$ cat src/rtl/fifo_arb_pkg.sv
// fifo_arb_pkg
// Shared definitions for the FIFO write-port arbiter.
//   - arb_state_e  : arbiter FSM states (IDLE, BURST)
//   - DEF_*        : default values for the arbiter parameters
//   - WR_COUNT_W   : width of the saturating beat counter output
//   - BEAT_CNT_W   : width of the per-burst beat counter (MAX_BURST <= 15)
package fifo_arb_pkg;

    localparam int DEF_NUM_REQ    = 4;
    localparam int DEF_DATA_WIDTH = 8;
    localparam int DEF_MAX_BURST  = 4;
    localparam int WR_COUNT_W     = 16;
    localparam int BEAT_CNT_W     = 4;

    typedef enum logic {
        IDLE  = 1'b0,
        BURST = 1'b1
    } arb_state_e;

endpackage

$ cat src/rtl/rr_pick.sv
// rr_pick
// Combinational round-robin search: returns the first set bit of req,
// scanning upward from start and wrapping modulo N.
// Ports:
//   req   : request vector, one bit per requester
//   start : index where the search begins (highest priority)
//   found : high when any req bit is set
//   index : winning requester index (0 when nothing is found)
module rr_pick #(
    parameter int N  = 4,
    parameter int IW = 2
) (
    input  logic [N-1:0]  req,
    input  logic [IW-1:0] start,
    output logic          found,
    output logic [IW-1:0] index
);

    logic [IW-1:0] cand;

    // Scan from the farthest candidate back to start so the closest
    // requester (smallest distance from start) is written last and wins.
    always_comb begin
        found = 1'b0;
        index = '0;
        cand  = '0;
        for (int k = N - 1; k >= 0; k--) begin
            cand = IW'((int'(start) + k) % N);
            if (req[cand]) begin
                found = 1'b1;
                index = cand;
            end
        end
    end

endmodule

$ cat src/rtl/fifo_wr_arbiter.sv
// fifo_wr_arbiter
// Shares a single FIFO write port between NUM_REQ requesters. A requester
// is chosen round-robin while idle, then holds the port for a burst of up
// to MAX_BURST beats. The burst ends early when the holder drops valid.
// FIFO full stalls the burst without ending it.
// Ports:
//   clk        : write-domain clock
//   rst_n      : synchronous active-low reset
//   req_valid  : per-requester data valid
//   req_data   : packed payloads, requester i at [i*DATA_WIDTH +: DATA_WIDTH]
//   req_ready  : per-requester accept (only the grant holder, only when not full)
//   full       : FIFO full flag
//   wr_en      : FIFO write enable
//   wr_data    : FIFO write data (payload of the grant holder)
//   grant_id   : current grant holder, 0 when idle
//   busy       : high while a burst is in progress
//   wr_count   : total beats written, saturating at all-ones
module fifo_wr_arbiter
    import fifo_arb_pkg::*;
#(
    parameter int NUM_REQ    = DEF_NUM_REQ,
    parameter int DATA_WIDTH = DEF_DATA_WIDTH,
    parameter int MAX_BURST  = DEF_MAX_BURST
) (
    input  logic                          clk,
    input  logic                          rst_n,
    input  logic [NUM_REQ-1:0]            req_valid,
    input  logic [NUM_REQ*DATA_WIDTH-1:0] req_data,
    output logic [NUM_REQ-1:0]            req_ready,
    input  logic                          full,
    output logic                          wr_en,
    output logic [DATA_WIDTH-1:0]         wr_data,
    output logic [$clog2(NUM_REQ)-1:0]    grant_id,
    output logic                          busy,
    output logic [WR_COUNT_W-1:0]         wr_count
);

    localparam int IDW = $clog2(NUM_REQ);
    localparam logic [BEAT_CNT_W-1:0] LAST_BEAT = BEAT_CNT_W'(MAX_BURST - 1);
    localparam logic [IDW-1:0]        LAST_ID   = IDW'(NUM_REQ - 1);
    localparam logic [WR_COUNT_W-1:0] COUNT_MAX = '1;

    arb_state_e              state;
    logic [IDW-1:0]          grant;
    logic [IDW-1:0]          rr_ptr;
    logic [BEAT_CNT_W-1:0]   beat_cnt;
    logic [WR_COUNT_W-1:0]   wr_count_q;
    logic                    pick_found;
    logic [IDW-1:0]          pick_idx;
    logic                    grant_valid;
    logic                    burst_done;
    logic [IDW-1:0]          next_ptr;

    rr_pick #(
        .N  (NUM_REQ),
        .IW (IDW)
    ) u_rr_pick (
        .req   (req_valid),
        .start (rr_ptr),
        .found (pick_found),
        .index (pick_idx)
    );

    assign busy        = (state == BURST);
    assign grant_valid = req_valid[grant];
    assign grant_id    = grant;
    assign wr_count    = wr_count_q;

    // rst_n gates the handshake so nothing transfers during a reset cycle,
    // even though the registered state only clears at the following edge.
    assign wr_en = rst_n & busy & grant_valid & ~full;

    // The burst ends on the last allowed beat or as soon as the holder
    // drops valid; full on its own only stalls.
    assign burst_done = ~grant_valid | (wr_en & (beat_cnt == LAST_BEAT));
    assign next_ptr   = (grant == LAST_ID) ? '0 : grant + IDW'(1);

    // Only the grant holder sees ready, and only while the FIFO has room.
    always_comb begin
        req_ready = '0;
        if (rst_n && busy) begin
            req_ready[grant] = ~full;
        end
    end

    // Payload mux follows the grant regardless of wr_en.
    always_comb begin
        wr_data = '0;
        for (int i = 0; i < NUM_REQ; i++) begin
            if (grant == IDW'(i)) begin
                wr_data = req_data[i*DATA_WIDTH +: DATA_WIDTH];
            end
        end
    end

    // Arbiter FSM, round-robin pointer, beat counter and total beat count.
    // grant is cleared on leaving BURST so grant_id reads 0 while idle.
    always_ff @(posedge clk) begin
        if (!rst_n) begin
            state      <= IDLE;
            grant      <= '0;
            rr_ptr     <= '0;
            beat_cnt   <= '0;
            wr_count_q <= '0;
        end else begin
            if (wr_en && (wr_count_q != COUNT_MAX)) begin
                wr_count_q <= wr_count_q + WR_COUNT_W'(1);
            end
            case (state)
                IDLE: begin
                    if (pick_found) begin
                        grant    <= pick_idx;
                        beat_cnt <= '0;
                        state    <= BURST;
                    end
                end
                BURST: begin
                    if (burst_done) begin
                        state    <= IDLE;
                        grant    <= '0;
                        beat_cnt <= '0;
                        rr_ptr   <= next_ptr;
                    end else if (wr_en) begin
                        beat_cnt <= beat_cnt + BEAT_CNT_W'(1);
                    end
                end
                default: begin
                    state <= IDLE;
                end
            endcase
        end
    end

endmodule
$ cat config.mk
export PLATFORM = sky130hd
export DESIGN_NAME = fifo_wr_arbiter
export DESIGN_NICKNAME = d
export VERILOG_FILES = /design/src/rtl/fifo_arb_pkg.sv /design/src/rtl/rr_pick.sv /design/src/rtl/fifo_wr_arbiter.sv
export SDC_FILE = /design/constraint.sdc
export NUM_CORES = 1
export LEC_CHECK = 0
export BUFFER_PORTS_ARGS = -buffer_cell sky130_fd_sc_hd__buf_2
export CAP_MARGIN = 10
export CORE_MARGIN = 2
export CORE_UTILIZATION = 35
export DETAILED_ROUTE_END_ITERATION = 10
export PLACE_DENSITY = 0.62
export SYNTH_ARGS = -nofsm -noshare
export SYNTH_HDL_FRONTEND = slang
export SYNTH_SLANG_ARGS = --single-unit
export TNS_END_PERCENT = 20
$ cat constraint.sdc
create_clock -name clk -period 4.11 [get_ports clk]
set_input_delay 1.233 -clock clk [delete_from_list [all_inputs] [get_ports clk]]
set_output_delay 1.233 -clock clk [all_outputs]
set_load 0.03 [all_outputs]
=== Yosys cells after proc, flatten, opt, wreduce, memory -nomap -nowiden ===
Cells that the tools add are included.

* Bits in registers: 25
* Input port bits: 39
* Output and inout bits: 32
* Logic and storage cells: 77

* Add/sub/neg operators: 6
* Order comparisons: 6
* Eq/ne operators: 8
* Muxes and demuxes: 36
* Bitwise logic cells: 9
* Reduce and logical (&&, ||, !) cells: 7

{| class="wikitable"
|+ Operators by type and width
! operator !! number
|-
| $mux 8 || 4
|-
| $add 16x1->16 const B || 1
|-
| $mux 4 || 4
|-
| $ne 16x16->1 const B || 1
|-
| $lt 2x3->1 const B || 5
|-
| $mux 2 || 7
|-
| $mux 1 || 12
|-
| $bmux 1 s2 || 5
|-
| $pmux 4 s2 || 1
|-
| $reduce_and 2->1 || 3
|-
| $add 2x1->2 const B || 2
|-
| $add 2x2->2 const B || 2
|-
| $add 4x1->4 const B || 1
|-
| $and 1x1->1 || 4
|-
| $and 4x4->4 || 1
|-
| $eq 2x2->1 const B || 2
|-
| $eq 4x2->1 const B || 1
|-
| $pmux 2 s2 || 1
|-
| $logic_and 1x1->1 || 3
|-
| $ne 3x2->1 const B || 1
|-
| $not 1->1 || 3
|-
| $demux 1 s2 || 1
|-
| $eq 2x1->1 const B || 1
|-
| $ge 2x1->1 const B || 1
|-
| other kinds (5) || 5
|}

=== Longest topological paths before layout ===
Gate-level depths: netlist of the first run.

* Depth in word-level cells: 9
* Mapped depth: 7
* Depth with buffers taken out: 6

=== By module ===
From an unflattened synthesis of the first run, not the netlist that was laid out.

* Cells, all modules: 214
* Area, all modules: 1704.1 um^2

{| class="wikitable"
|+ By module, submodules not included
! module !! times used !! cells an instance !! area an instance (um^2) !! sequential area each (um^2)
|-
| fifo_wr_arbiter || 1 || 201 || 1626.6 || 500.5
|-
| rr_pick || 1 || 13 || 77.6 || 0.0
|}

=== Worst setup path after synthesis of the first run ===
No wires, ideal clock.

* Path kind: input port to output port
* From: input port req_data[6]
* To: output port wr_data[6]
* Arrival: 2161 ps
* Required time: 2877 ps
* Setup slack: 716 ps
* Stages: 4
* Path through: nand3b_1 -> a21oi_1 -> a21oi_1 -> o21ai_0

* Cells in the longest elaborated chain, start to end: 4

{| class="wikitable"
|+ RTL lines
! item !! RTL line !! source
|-
| start: declaration || fifo_wr_arbiter.sv:28 || <nowiki>input logic [NUM_REQ*DATA_WIDTH-1:0] req_data,</nowiki>
|-
| $mux 8 (4 in series) || fifo_wr_arbiter.sv:90 || <nowiki>if (grant == IDW'(i)) begin</nowiki>
|-
| end: declaration || fifo_wr_arbiter.sv:32 || <nowiki>output logic [DATA_WIDTH-1:0] wr_data,</nowiki>
|}

No other way between the ends.

=== Worst setup path in the final report of the first run ===
* From: input port req_valid[1]
* To: output port wr_en

* Cells in the longest elaborated chain, start to end: 4

{| class="wikitable"
|+ RTL lines
! item !! RTL line !! source
|-
| start: declaration || fifo_wr_arbiter.sv:27 || <nowiki>input logic [NUM_REQ-1:0] req_valid,</nowiki>
|-
| $bmux 1 s2 || fifo_wr_arbiter.sv:65 || <nowiki>assign grant_valid = req_valid[grant];</nowiki>
|-
| $mux 1 (not written as such) || fifo_wr_arbiter.sv:65 ||
|-
| $and 1x1->1 (2 in series) || fifo_wr_arbiter.sv:71 || <nowiki>assign wr_en = rst_n & busy & grant_valid & ~full;</nowiki>
|-
| end: declaration || fifo_wr_arbiter.sv:31 || <nowiki>output logic wr_en,</nowiki>
|}

No other way between the ends. The select of a mux whose other input is x is not followed.

==> flow_metrics.py, run 1 <==
metrics = {
    "outcome": {
        "status": "finished clean",
    },
    "synthesis": {
        "ys.warnings.count": 0,
        "syn_nets": 250,
        "ys_seq_elements": 25,
        "syn-cell-area_um2": 1720,
        "syn_inst": 205,
        "avgSynthCellArea_um2": 8.40,
        "synth_cell_type_count": 50,
        "ys_seq_area_share_pct": 29.1,
    },
    "critical_path": {
        "timing_worst_setup_path_type": "input port to output pin",
        "worstPathArrival_ns": 2.31,
        "worstPathRequired_ns": 2.88,
        "critPathLaunchType": "input port",
        "crit_fanout": 6,
        "end_kind": "output pin",
        "reg2reg_slack_ns": 2.19,
    },
    "grt": {
        "grt_usage_pct": 16.0,
        "grt_pass1_vias": 1519,
        "grt_remaining_overflow": 0,
        "grt_antenna_before_repair": 0,
        "grt_first_pass_wirelength_um": 7080,
        "grt_max_degree": 19,
    },
    "sta": {
        "final.setup_skew_ns": 0.00909,
        "final-hold-violation-count": 0,
        "drv_slew": 0,
        "finalCritPeriodShare_pct": 86.2,
        "finalSetupViolations": 0,
        "fin_crit_ns": 3.54,
        "relSlewSlack_pct": 59.7,
        "worst_pin_slew_ns": 0.599,
        "finalSetupTns_ns": 0,
        "fmax_mhz": 282,
        "rsz0062_at_grt": "no",
    },
    "floorplan": {
        "core.rowCount": 25,
        "core_um2": 4720,
        "die_area_um2": 5500,
        "die_h_um": 74.1,
        "io_pins": 71,
        "die_x_um": 74.1,
        "start_util_pct": 36.5,
    },
    "clock_network": {
        "cts-resized-gates": 0,
        "clockRootBuffer": "clkbuf_8",
        "cts.hold.buffers_added": 0,
        "cts.clk_slew.worst_paths_ns": 0.09,
        "cts_tree": "done",
        "insertion_delay_ns": 0.28,
        "htree_levels": 1,
        "post-cts-setup-buffers": 0,
        "cts_buffer_depth": 2,
        "cts_made_buffers": 3,
        "clock_sinks": 25,
    },
    "layout": {
        "syn2layout_area_growth_pct": 26.1,
        "layout-drive-gt1-share_pct": 32.4,
        "num_antenna_cells": 0,
        "finish.instance_area_um2": 2170,
        "num-nets-final": 318,
    },
    "power_and_ir_drop": {
        "power_density_nw_per_um2": 259,
        "vdd_ir_drop_max_uv": 158,
        "power_leakage_nw": 0.907,
    },
    "job": {
        "cap_violations": 0,
    },
    "detailed_routing": {
        "wl_per_cell_um": 13.6,
        "dr.pass1.iters": 4,
        "via_per_inst": 5.35,
        "final_antenna_net_count": 0,
        "num_vias": 1815,
        "drt-initial-drc-count": 78,
        "wl_um": 4610,
        "drc": 0,
    },
    "placement": {
        "place_congestion": 0.796,
        "dpl.hpwl_um": 3360,
        "place_area_um2": 2110,
        "io_buffers": 70,
    },
    "worst_hold_path": {
        "min_path_type": "register to register",
    },
}
## synthesized netlist by cell type (all sizes together)
cell	count	area, um^2
a21bo	1	10.0
a21oi	15	75.1
a221oi	7	61.3
and2	5	31.3
and2b	1	8.76
and3	2	13.8
and3b	1	8.76
and4	2	17.5
buf	5	37.5
clkbuf	5	18.8
clkinv	1	3.75
dfxtp	25	500
ha	6	75.1
inv	7	26.3
mux2i	7	70.1
mux4	1	22.5
nand2	25	93.8
nand2b	4	25.0
nand3	8	40.0
nand3b	1	7.51
nand4	6	58.8
nor2	1	3.75
nor2b	9	56.3
nor3	4	20.0
nor3b	1	7.51
nor4	5	37.5
o211a	3	37.5
o211ai	1	7.51
o21ai	7	38.8
o21bai	2	15.0
o221ai	1	8.76
o22ai	1	6.26
o311a	1	10.0
o311ai	2	17.5
o31a	1	10.0
o31ai	14	105
o32ai	1	8.76
o41ai	2	17.5
or3	3	18.8
or3b	1	8.76
or4	8	60.1
or4b	2	20.0
## cells by family after synthesis
logic type	synth area share (%)
fa+ha+maj	4.36
flops	29.1
buf+inv	5.01
compound gates	24.9
simple gates	31.3
mux	5.38
## layout make-up
| class | instances | area, um^2 |
|---|---|---|
| fill | 493 | 2550 |
| tap | 67 | 83.8 |
| timing repair buffer | 73 | 373 |
| clock inverter | 1 | 7.51 |
| sequential | 25 | 500 |
| inverter | 8 | 30.0 |
| clock buffer | 3 | 41.3 |
| multi-input combinational | 162 | 1130 |
## sequential cells by signal, indices dropped and copies added, names as in the netlist
| name | count |
|---|---|
| grant_id | 2 |
| beat_cnt | 4 |
| wr_count | 16 |
| busy | 1 |
| rr_ptr | 2 |
## metrics by stage
stage	power, mW	hold WS [ns]	worst slack, ns	cells	utilization [%]
after global placement	0.410	0.487	0.580	334	44.8
after global routing	0.591	0.537	0.327	339	46.0
after detailed placement	0.411	0.484	0.580	334	44.8
after floorplan	0.361	0.460	0.716	205	-
after CTS	0.567	0.500	0.569	338	45.8
final	0.562	0.500	0.568	339	46.0
## critical path: stages
cell and delay [ns]:
buf_2 0.14, mux4_2 0.56, nand2_1 0.12, inv_1 0.07, buf_2 0.18
## final timing paths
check | startpoint | to | depth (start not counted)
hold / removal | beat_cnt[3]$_SDFFE_PN0P_ | beat_cnt[3]$_SDFFE_PN0P_ | 2
setup reg to reg | beat_cnt[0]$_SDFFE_PN0P_ | grant_id[0]$_SDFFE_PN0P_ | 5
setup / recovery | req_valid[1] | wr_en | 5
hold reg to reg | beat_cnt[3]$_SDFFE_PN0P_ | beat_cnt[3]$_SDFFE_PN0P_ | 2
## power by group
part	total, mW	switching (mW)	internal, mW
registers	0.255	0.00748	0.247
logic	0.152	0.0935	0.0583
clock network	0.156	0.0868	0.0689
total	0.562	0.188	0.374
## metal layers
metal  vias up  track usage, %  wire length (um)  share of wire, %
met2        43            24.4              2090                45
li1        928               -                 -                 -
met1       840            22.6              2260                49
met3         4            4.34               227               4.9
met5         -               0                 0                 0
met4         0            3.84                36              0.78
## cell usage in the layout, fill, tap and decap left out, types with 2 or more instances in the layout
cell type   n
a21oi_1    15
buf_4       3
inv_1       7
or3_1       3
and2_1      5
o311ai_0    2
nand2_1    25
nand2b_1    4
dfxtp_1    25
nand3_1     8
nor4_1      4
o41ai_1     2
and4_1      2
ha_1        6
clkbuf_8    3
o31ai_1    14
nor2b_1     9
o211a_1     2
buf_2      70
o21bai_1    2
o21ai_0     6
a221oi_1    7
or4_1       8
mux2i_1     7
nand4_1     4
nor3_1      4
No activity file was read; power rests on OpenSTA's default activity.
==> run 2: changes to the inputs <==
==> constraint.sdc (replaced) <==
create_clock -name clk -period 4.11 [get_ports clk]
set_input_delay 0.6165 -clock clk [delete_from_list [all_inputs] [get_ports clk]]
set_output_delay 0.6165 -clock clk [all_outputs]
set_load 0.03 [all_outputs]
==> flow_metrics.py, run 2 (synthesis gave the netlist of run 1 again) <==
metrics = {
    "outcome": {
        "status": "finished clean",
    },
    "sta": {
        "fin_crit_ns": 2.84,
        "fmax_mhz": 352,
        "drv_slew": 0,
        "relSlewSlack_pct": 22.8,
        "layout_setup_ws_ns": 1.27,
        "finalSetupViolations": 0,
        "final.setup_skew_ns": 0.00297,
        "finalCritPeriodShare_pct": 69.1,
        "finalSetupTns_ns": 0,
        "final-hold-violation-count": 0,
        "worst_pin_slew_ns": 1.15,
        "rsz0062_at_grt": "no",
    },
    "grt": {
        "grt_pass1_vias": 1506,
        "grt_max_degree": 19,
        "grt_remaining_overflow": 0,
        "grt_antenna_before_repair": 0,
        "grt_usage_pct": 15.8,
        "grt_first_pass_wirelength_um": 6950,
    },
    "critical_path": {
        "r2r-end": "wr_count[5]$_SDFFE_PN0P_",
        "end_kind": "output pin",
        "critPathLaunchType": "register",
        "crit_fanout": 11,
        "worstPathRequired_ns": 3.49,
        "worstPathArrival_ns": 2.22,
        "reg2reg_slack_ns": 1.91,
        "timing_worst_setup_path_type": "register to output pin",
        "regToRegStartpoint": "wr_count[2]$_SDFFE_PN0P_",
        "r2r_cells": 4,
    },
    "layout": {
        "num-nets-final": 315,
        "layout_common_cells": "buf_2 (70), nand2_1 (25), dfxtp_1 (25)",
        "finish.instance_area_um2": 2140,
        "syn2layout_area_growth_pct": 24.6,
        "num_antenna_cells": 0,
        "multiInputGateArea_um2": 1130,
        "layout-drive-gt1-share_pct": 31.2,
        "layout_commonest_cell": "buf_2",
        "filler_cell_count": 485,
        "largest_register_ffs": 16,
        "register_area_um2": 500,
    },
    "detailed_routing": {
        "wl_per_cell_um": 13.6,
        "via_per_inst": 5.42,
        "dr.pass1.iters": 4,
        "wl_um": 4580,
        "drc": 0,
        "num_vias": 1820,
        "final_antenna_net_count": 0,
        "drt-initial-drc-count": 51,
    },
    "clock_network": {
        "htree_levels": 1,
        "clock_sinks": 25,
        "cts.hold.buffers_added": 0,
        "cts_buffer_depth": 2,
        "insertion_delay_ns": 0.28,
        "post-cts-setup-buffers": 0,
        "cts.clk_slew.worst_paths_ns": 0.09,
        "clockRootBuffer": "clkbuf_8",
        "cts_made_buffers": 3,
        "cts-resized-gates": 0,
        "cts_tree": "done",
    },
    "placement": {
        "dpl.hpwl_um": 3460,
        "place_area_um2": 2100,
        "place_congestion": 0.839,
        "io_buffers": 70,
        "pre_cts_slack_ns": 1.44,
    },
    "floorplan": {
        "core.rowCount": 25,
        "die_x_um": 74.1,
        "die_h_um": 74.1,
        "start_util_pct": 36.5,
        "io_pins": 71,
        "core_um2": 4720,
        "die_area_um2": 5500,
    },
    "power_and_ir_drop": {
        "vdd_ir_drop_max_uv": 93.0,
        "pwr-share-seq_pct": 45.8,
        "p_sw_mw": 0.181,
        "p_sw_share_pct": 32.6,
        "intPower_mw": 0.374,
        "combPwrFrac_pct": 27.0,
        "power_density_nw_per_um2": 259,
        "clkPwrFrac_pct": 27.2,
        "power_leakage_nw": 0.894,
    },
    "worst_hold_path": {
        "min_path_type": "register to register",
        "min_from": "beat_cnt[3]$_SDFFE_PN0P_",
        "holdPathEnd": "beat_cnt[3]$_SDFFE_PN0P_",
        "min_delay_path_depth": 2,
    },
    "job": {
        "cap_violations": 0,
    },
}
-- run 2: changes by cell type in the layout (fill, tap and decap cells not counted) --
cell | before | now
buf_4 | 3 | 0
clkbuf_1 | 0 | 1
clkinvlp_4 | 1 | 0
-- run 2: layout make-up --
type / count / area share (%)
tap: 67 / 3.91
multi-input combinational: 162 / 52.9
sequential: 25 / 23.3
timing repair buffer: 70 / 16.3
inverter: 8 / 1.40
clock buffer: 4 / 2.10
-- run 2: worst max path at each step --
stage / startpoint / depth (start not counted) / to
after floorplan: grant_id[1]$_SDFFE_PN0P_ / 7 / wr_data[6]
after global placement: req_valid[3] / 5 / wr_en
after detailed placement: rst_n / 5 / wr_en
after CTS: grant_id[1]$_SDFFE_PN0P_ / 6 / wr_data[7]
after global routing: grant_id[1]$_SDFFE_PN0P_ / 6 / wr_data[1]
final: grant_id[1]$_SDFFE_PN0P_ / 6 / wr_data[7]
-- run 2: routing by layer --
layer	up-vias	track usage, %	part of all wire [%]	routed length (um)
met3	5	2.85	5.1	235
met2	43	25.3	46	2120
met1	852	21.4	47	2170
met5	-	0	0	0
li1	920	-	-	-
met4	0	5.45	1.1	51
-- run 2: per-stage QoR --
step                power (mW)  hold WS [ns]  instances  utilization [%]
detailed placement       0.410         0.486        332             44.5
CTS                      0.558         0.498        336             45.4
global route             0.580         0.528        336             45.4
finish                   0.555         0.503        336             45.4
floorplan                0.361         0.460        205                -
global placement         0.409         0.480        332             44.5
-- run 2: power by group through the flow --
stage	clock (mW)	sequential (mW)	combinational (mW)
floorplan	0	0.264	0.0968
global placement	0	0.260	0.149
detailed placement	0	0.260	0.150
CTS	0.153	0.255	0.150
global route	0.163	0.256	0.162
finish	0.151	0.255	0.150
-- run 2: critical path, cell delays in order (launching register included) --
cell and delay, ns:
dfxtp_1 0.42, inv_1 0.10, ha_1 0.33, nor2b_1 0.47, a221oi_1 0.16, o31ai_1 0.23, buf_2 0.24
